**src/rtl/a25_cache_pkg.sv**
```systemverilog
// Shared cache definitions: flush sequencer state encoding and default cache geometry.
package a25_cache_pkg;

  localparam int unsigned CACHE_WAYS    = 4;
  localparam int unsigned CACHE_INDEX_W = 8;

  typedef enum logic [1:0] {
    FLUSH_IDLE  = 2'd0,
    FLUSH_SWEEP = 2'd1,
    FLUSH_DONE  = 2'd2
  } flush_state_e;

endpackage

```
**src/rtl/a25_cache_flush_sequencer.sv**
```systemverilog
// Full-cache invalidate sequencer: walks every index through a valid/ready tag-RAM port.
// Optional feature macro: A25_FLUSH_ON_ENABLE_EN (cache-enable rising edge also starts a flush).
module a25_cache_flush_sequencer
  import a25_cache_pkg::*;
#(
  parameter int unsigned WAYS    = CACHE_WAYS,
  parameter int unsigned INDEX_W = CACHE_INDEX_W
) (
  input  logic               i_clk,
  input  logic               i_rst_n,
  input  logic               i_flush_req,
  input  logic               i_cache_enable,
  output logic               o_stall,
  output logic               o_inv_valid,
  input  logic               i_inv_ready,
  output logic [INDEX_W-1:0] o_inv_index,
  output logic [WAYS-1:0]    o_inv_way_mask,
  output logic               o_flush_done
);

  localparam logic [INDEX_W-1:0] LAST_INDEX = {INDEX_W{1'b1}};

  flush_state_e       state_q, state_d;
  logic [INDEX_W-1:0] index_q, index_d;
  logic               pending_q, pending_d;
  logic               req_c;
  logic               beat_c;

  // Flush trigger: explicit request, optionally also a cache-enable rising edge
`ifdef A25_FLUSH_ON_ENABLE_EN
  logic enable_q;

  always_ff @(posedge i_clk or negedge i_rst_n) begin
    if (!i_rst_n) begin
      enable_q <= 1'b0;
    end else begin
      enable_q <= i_cache_enable;
    end
  end

  assign req_c = i_flush_req | (i_cache_enable & ~enable_q);
`else
  logic unused_cache_enable;

  assign unused_cache_enable = i_cache_enable;
  assign req_c               = i_flush_req;
`endif

  assign beat_c = (state_q == FLUSH_SWEEP) & i_inv_ready;

  // State, index counter and pending flag
  always_ff @(posedge i_clk or negedge i_rst_n) begin
    if (!i_rst_n) begin
      state_q   <= FLUSH_IDLE;
      index_q   <= '0;
      pending_q <= 1'b0;
    end else begin
      state_q   <= state_d;
      index_q   <= index_d;
      pending_q <= pending_d;
    end
  end

  // Next state; a request landing on the last beat folds into pending
  always_comb begin
    state_d   = state_q;
    index_d   = index_q;
    pending_d = pending_q;
    unique case (state_q)
      FLUSH_IDLE: begin
        pending_d = 1'b0;
        if (req_c) begin
          state_d = FLUSH_SWEEP;
          index_d = '0;
        end
      end
      FLUSH_SWEEP: begin
        pending_d = pending_q | req_c;
        if (beat_c) begin
          index_d = index_q + INDEX_W'(1);
          if (index_q == LAST_INDEX) begin
            index_d   = '0;
            pending_d = 1'b0;
            if (!(pending_q | req_c)) begin
              state_d = FLUSH_DONE;
            end
          end
        end
      end
      FLUSH_DONE: begin
        pending_d = 1'b0;
        index_d   = '0;
        state_d   = req_c ? FLUSH_SWEEP : FLUSH_IDLE;
      end
      default: begin
        state_d   = FLUSH_IDLE;
        index_d   = '0;
        pending_d = 1'b0;
      end
    endcase
  end

  // Outputs decoded from registered state; stall also covers the request cycle
  always_comb begin
    o_inv_valid    = 1'b0;
    o_flush_done   = 1'b0;
    o_inv_way_mask = '0;
    o_stall        = req_c;
    if (state_q == FLUSH_SWEEP) begin
      o_inv_valid    = 1'b1;
      o_inv_way_mask = {WAYS{1'b1}};
    end
    if (state_q == FLUSH_DONE) begin
      o_flush_done = 1'b1;
    end
    if (state_q != FLUSH_IDLE) begin
      o_stall = 1'b1;
    end
  end

  assign o_inv_index = index_q;

endmodule
```
**config.mk**
```make
export PLATFORM = sky130hd
export DESIGN_NAME = a25_cache_flush_sequencer
export DESIGN_NICKNAME = d
export VERILOG_FILES = /design/src/rtl/a25_cache_pkg.sv /design/src/rtl/a25_cache_flush_sequencer.sv
export SDC_FILE = /design/constraint.sdc
export NUM_CORES = 1
export LEC_CHECK = 0
export ABC_AREA = 1
export CAP_MARGIN = 5
export CORE_MARGIN = 2
export CORE_UTILIZATION = 46
export DETAILED_ROUTE_END_ITERATION = 7
export GPL_ROUTABILITY_DRIVEN = 0
export PLACE_DENSITY_LB_ADDON = 0.15
export SYNTH_ARGS = -nofsm -noshare
export SYNTH_HDL_FRONTEND = slang
export SYNTH_SLANG_ARGS = --single-unit
```
**constraint.sdc**
```tcl
create_clock -name i_clk -period 1.5 [get_ports i_clk]
set_input_delay 0.375 -clock i_clk [delete_from_list [all_inputs] [get_ports i_clk]]
set_output_delay 0.375 -clock i_clk [all_outputs]
set_load 0.03 [all_outputs]
```
* Yosys cells after proc, flatten, opt, wreduce, memory -nomap -nowiden *
Index checks and enable logic that the tools add are counted.

word-level totals
  flip-flop bits (word level) = 11
  input port bits = 5
  word-level logic and storage cells = 34
  output and inout port bits = 15

cells by class
  bitwise operators = 2
  reduce and logical (&&, ||, !) cells = 4
  muxes and demuxes = 17
  equality and inequality tests = 7
  $add $sub $neg = 1

operator list
  kind                   number
  $mux W8                3
  $pmux W8 S2            1
  $add A8 B1 Y8 const B  1
  $eq A8 B8 Y1 const B   1
  $mux W2                4
  $mux W1                7
  $ne A2 B2 Y1 const B   3
  $pmux W2 S3            1
  $mux W4                1
  $reduce_and A4 Y1      1
  $eq A2 B1 Y1 const B   1
  $eq A2 B2 Y1 const B   1
  $logic_not A2 Y1       1
  $ne A2 B1 Y1 const B   1
  $reduce_and A2 Y1      1
  $reduce_bool A2 Y1     1
  $and A1 B1 Y1          1
  $or A1 B1 Y1           1

* Longest topological paths before layout *
  word-level depth = 5
  mapped depth = 8
  gate-level depth less buffers = 8

* Worst setup path after synthesis *
No wires, ideal clock.

  path kind = register to register
  start = register index_q[1] (netlist: o_inv_index[1])
  end = register index_q[3] (netlist: o_inv_index[3])
  path slack = 0.041 ns
  buffers on the path = 0
  period minus slack after synthesis = 1.459 ns
  setup time = 0.125 ns
  cell stages (with the launch flop) = 7
  required time = 1.375 ns
  arrival time = 1.334 ns
  path through = dfrtp_1 -> ha_1 -> nand3_1 -> clkinv_1 -> nand2_1 -> a21oi_1 -> nor2_1

between the ends
  longest elaborated chain between the ends = 4
  elaborated cells on any way between the ends = 5
  those cells by class = add/sub: 1; eq/ne: 1; mux: 3

ends and longest elaborated chain
  item                                                  RTL line                                                          RTL
  start: declaration                                    a25_cache_flush_sequencer.sv:24                                   logic [INDEX_W-1:0] index_q, index_d;
  start signal: assignment                              a25_cache_flush_sequencer.sv:59                                   index_q <= index_d;
  $add A8 B1 Y8 / $eq A8 B8 Y1 (equally long branches)  a25_cache_flush_sequencer.sv:80, a25_cache_flush_sequencer.sv:81
  $mux W8 *                                             a25_cache_flush_sequencer.sv:81                                   if (index_q == LAST_INDEX) begin
  $mux W8 *                                             a25_cache_flush_sequencer.sv:79                                   if (beat_c) begin
  $pmux W8 S2 *                                         a25_cache_flush_sequencer.sv:69                                   unique case (state_q)

Every way passes the cells marked *; elsewhere a longest branch is shown, timed or not. The select of a mux whose other input is x is not followed.
A chain may end at the register's enable or synchronous reset.

* Final worst setup path *
  start = register state_q[1]
  end = output port o_inv_way_mask[2]

between the ends
  longest elaborated chain between the ends = 2

ends and longest elaborated chain
  item                      RTL line                          RTL
  start: declaration        a25_cache_flush_sequencer.sv:23   flush_state_e state_q, state_d;
  start signal: assignment  a25_cache_flush_sequencer.sv:58   state_q <= state_d;
  $eq A2 B1 Y1              a25_cache_flush_sequencer.sv:109  if (state_q == FLUSH_SWEEP) begin
  $mux W4                   a25_cache_flush_sequencer.sv:109
  end: declaration          a25_cache_flush_sequencer.sv:17   output logic [WAYS-1:0] o_inv_way_mask,

Every way passes these cells.

==> flow_summary.toml <==
[finish]
n_antenna_cell = 0
syn2layout_area_growth_pct = 40.7
drive_gt1_share_pct = 34.4
nFillCells = 134
layout.nets = 135
postLayoutCoreUtil_pct = 68.2

[die]
die_y_um = 43.4
pin_count = 20
fp.dieArea_um2 = 1880
initial_core_util_pct = 48.5
chipWidth_um = 43.4
core_um2 = 1470
fp-row-count = 14

[global_routing]
antenna_found_initial = 0
grt_pass1_vias = 622
grt_util_met2_pct = 31.0
grt.met3_usage_pct = 4.17
grt_pass1_wl_mm = 2.64
met1_usage_pct = 23.3
grt_util_all_layers_pct = 19.3
grt_max_degree = 12
overflow = 0
grt.busiest_layer = "met2"

[sta]
tightest_slew_ns = 0.314
period_minus_slack_ns = 1.46
slew_viol_final = 0
whs_ns = 0.394
finalClockSkew_ns = 0.00598
finalCritPeriodShare_pct = 97.6
fmax_mhz = 683
rsz0062_at_grt = "true"
maxSlewHeadroom_pct = 79.2
finalSetupViolCount = 0
final-hold-violation-count = 0
setup_tns_ns = 0

[clocking]
insertion_delay_ns = 0.28
cts_buffers = 3
path_clk_slew_ns = 0.07
clock_sinks = 11
clock_tree.buffer_depth = 2
cts_tree = "built"
cts_root_buf = "clkbuf_4"
cts_max_level = 1

[setup_path]
worst_setup_path_start_kind = "flop"
end_kind = "output port"
worstPathMaxFanout = 6
r2r-end = "state_q[0]"
crit_buf_inv = 1
cp_slowest_stage_delay_ns = 0.46
rrSetupSlack_ns = 0.11
rr_worst_depth = 8
worstPathRequired_ns = 1.12
arrival_ns = 1.09
critPathSlowestCell = "dfrtp_2"
path_depth = 2
critPathTopFamily = "flip-flops"
crit_chain = "nor2_4 -> buf_4"
r2r-start = "o_inv_index[1]"
critical_path_class = "flop to output port"

[yosys]
synth.top_cell.area_share_pct = 38.6
ys_warn_count = 0
synth_flop_cell = "dfrtp_1"
ys_top_cells_by_count = "nand2_1 (25), dfrtp_1 (11), inv_1 (9), nor2_1 (8), nand3_1 (7)"
yosysMostFrequentCell = "nand2_1"
synth_nets = 101
synth_area_leader_cell = "dfrtp_1"
synth-seq-cells = 11
async_flop_share_pct = 100
synth_cell_types = 23
syn_area_per_cell_um2 = 7.51
synth_edf_count = 0
seq_area_frac_synth_pct = 38.6
synth_area_um2 = 713
syn_inst = 95
ys_top_cells_by_area = "dfrtp_1 (39%), nand2_1 (13%), nand3_1 (4.9%)"

[hold_path]
hp-class = "input port to asynchronous set/reset pin"

[routing]
drt_wl_total_mm = 1.53
dr.pass1.iters = 4
antenna_left = 0
drc = 0
dr_total_vias = 686
vias_per_cell = 4.76
dr.first_iter.drc_count = 8
wl_per_cell_um = 10.7

[power_and_ir_drop]
p_int_w = 0.000917
p_sw_w = 0.000873
p_leak_nw = 0.553
p_per_area_nw_per_um2 = 1780
p_total_w = 0.00179
pwr-share-seq_pct = 24.0
irDropWorstVdd_mv = 1.11
pwr-share-comb_pct = 64.1
p_clk_share_pct = 11.8
switching_share_pct = 48.8

[outcome]
status = "complete, no violations"

[placement]
io_buffers = 18
dpl.hpwl_mm = 1.18

[job]
drv_cap = 0
-- per-stage QoR --
| step | instances | area, µm² | worst slack, ns |
|---|---|---|---|
| 5_1_grt | 144 | 1000 | -0.0216 |
| 3_5_place_dp | 138 | 961 | -0.0485 |
| 4_1_cts | 144 | 997 | 0.00550 |
| 6_report | 144 | 1000 | 0.0364 |
| 2_1_floorplan | 95 | 713 | 0.0408 |
| 3_3_place_gp | 138 | 961 | -0.0330 |
-- flip-flops by register name (all words and copies together), names as in the netlist --
| register | count |
|---|---|
| o_inv_index | 8 |
| state_q | 2 |
| pending_q | 1 |
-- what timing repair did --
| action | CTS | global route |
|---|---|---|
| resized for setup | 11 | 2 |
| endpoints found under the setup margin | 13 | 6 |
| hold buffers | 0 | 0 |
| cloned | 0 | 0 |
| buffers inserted | 2 | 0 |
-- power by group through the flow --
stage	clock (W)	combinational, W	sequential, W
4_1_cts	0.000223	0.00115	0.000420
2_1_floorplan	0	0.000752	0.000468
6_report	0.000212	0.00115	0.000430
5_1_grt	0.000229	0.00123	0.000443
3_5_place_dp	0	0.00111	0.000430
3_3_place_gp	0	0.00110	0.000429
-- kinds of logic (layout without fill, tap and decap cells) --
group | count (synthesis) | after routing | share of synthesized area (%)
AND/OR/NAND/NOR | 56 | 56 | 39.5
buffers and inverters | 18 | 51 | 12.3
flip-flops | 11 | 11 | 38.6
AO/OA/AOI/OAI | 8 | 8 | 6.67
adder cells (fa/ha/maj) | 1 | 1 | 1.75
XOR/XNOR | 1 | 1 | 1.23
-- layer usage --
metal	share of wire (%)	vias to the layer above
met5	0	-
met2	47	16
met3	5.0	5
met4	2.8	0
met1	45	304
li1	-	361
-- layout make-up --
type                    count  area (µm²)  share of cell area [%]
well taps                  16        20.0                    2.00
flip-flops and latches     11         278                    27.7
multi-input cells          66         355                    35.4
repair buffers             33         267                    26.6
inverters                  14        57.6                    5.74
clock buffers               4        26.3                    2.62
-- how the worst max path moves through the flow --
stage	end	start	slack, ns
2_1_floorplan	o_inv_index[3]	o_inv_index[1]	0.04
3_3_place_gp	o_stall	i_flush_req	-0.03
3_5_place_dp	o_stall	i_flush_req	-0.05
4_1_cts	o_stall	state_q[1]	0.006
5_1_grt	o_inv_way_mask[0]	state_q[1]	-0.02
6_report	o_inv_way_mask[2]	state_q[1]	0.04
-- cells in the final DEF, fill, tap and decap left out --
cell type         n
a21boi_1          1
a21oi_1           2
buf_4            22
buf_6             1
clkbuf_1          1
clkbuf_4          3
clkdlybuf4s50_1   2
clkinv_1          1
dfrtp_1           9
dfrtp_2           2
dlygate4sd2_1     8
ha_1              1
inv_1             8
inv_2             4
inv_6             1
nand2_1          25
nand2_2           3
nand2_4           2
nand3_1           7
nand3_2           2
nand4_1           4
nor2_1            8
nor2_2            1
nor2_4            2
o21ai_1           3
o21bai_1          2
or2_1             1
or2_2             1
xor2_1            1
(Power assumes the default switching activity.)
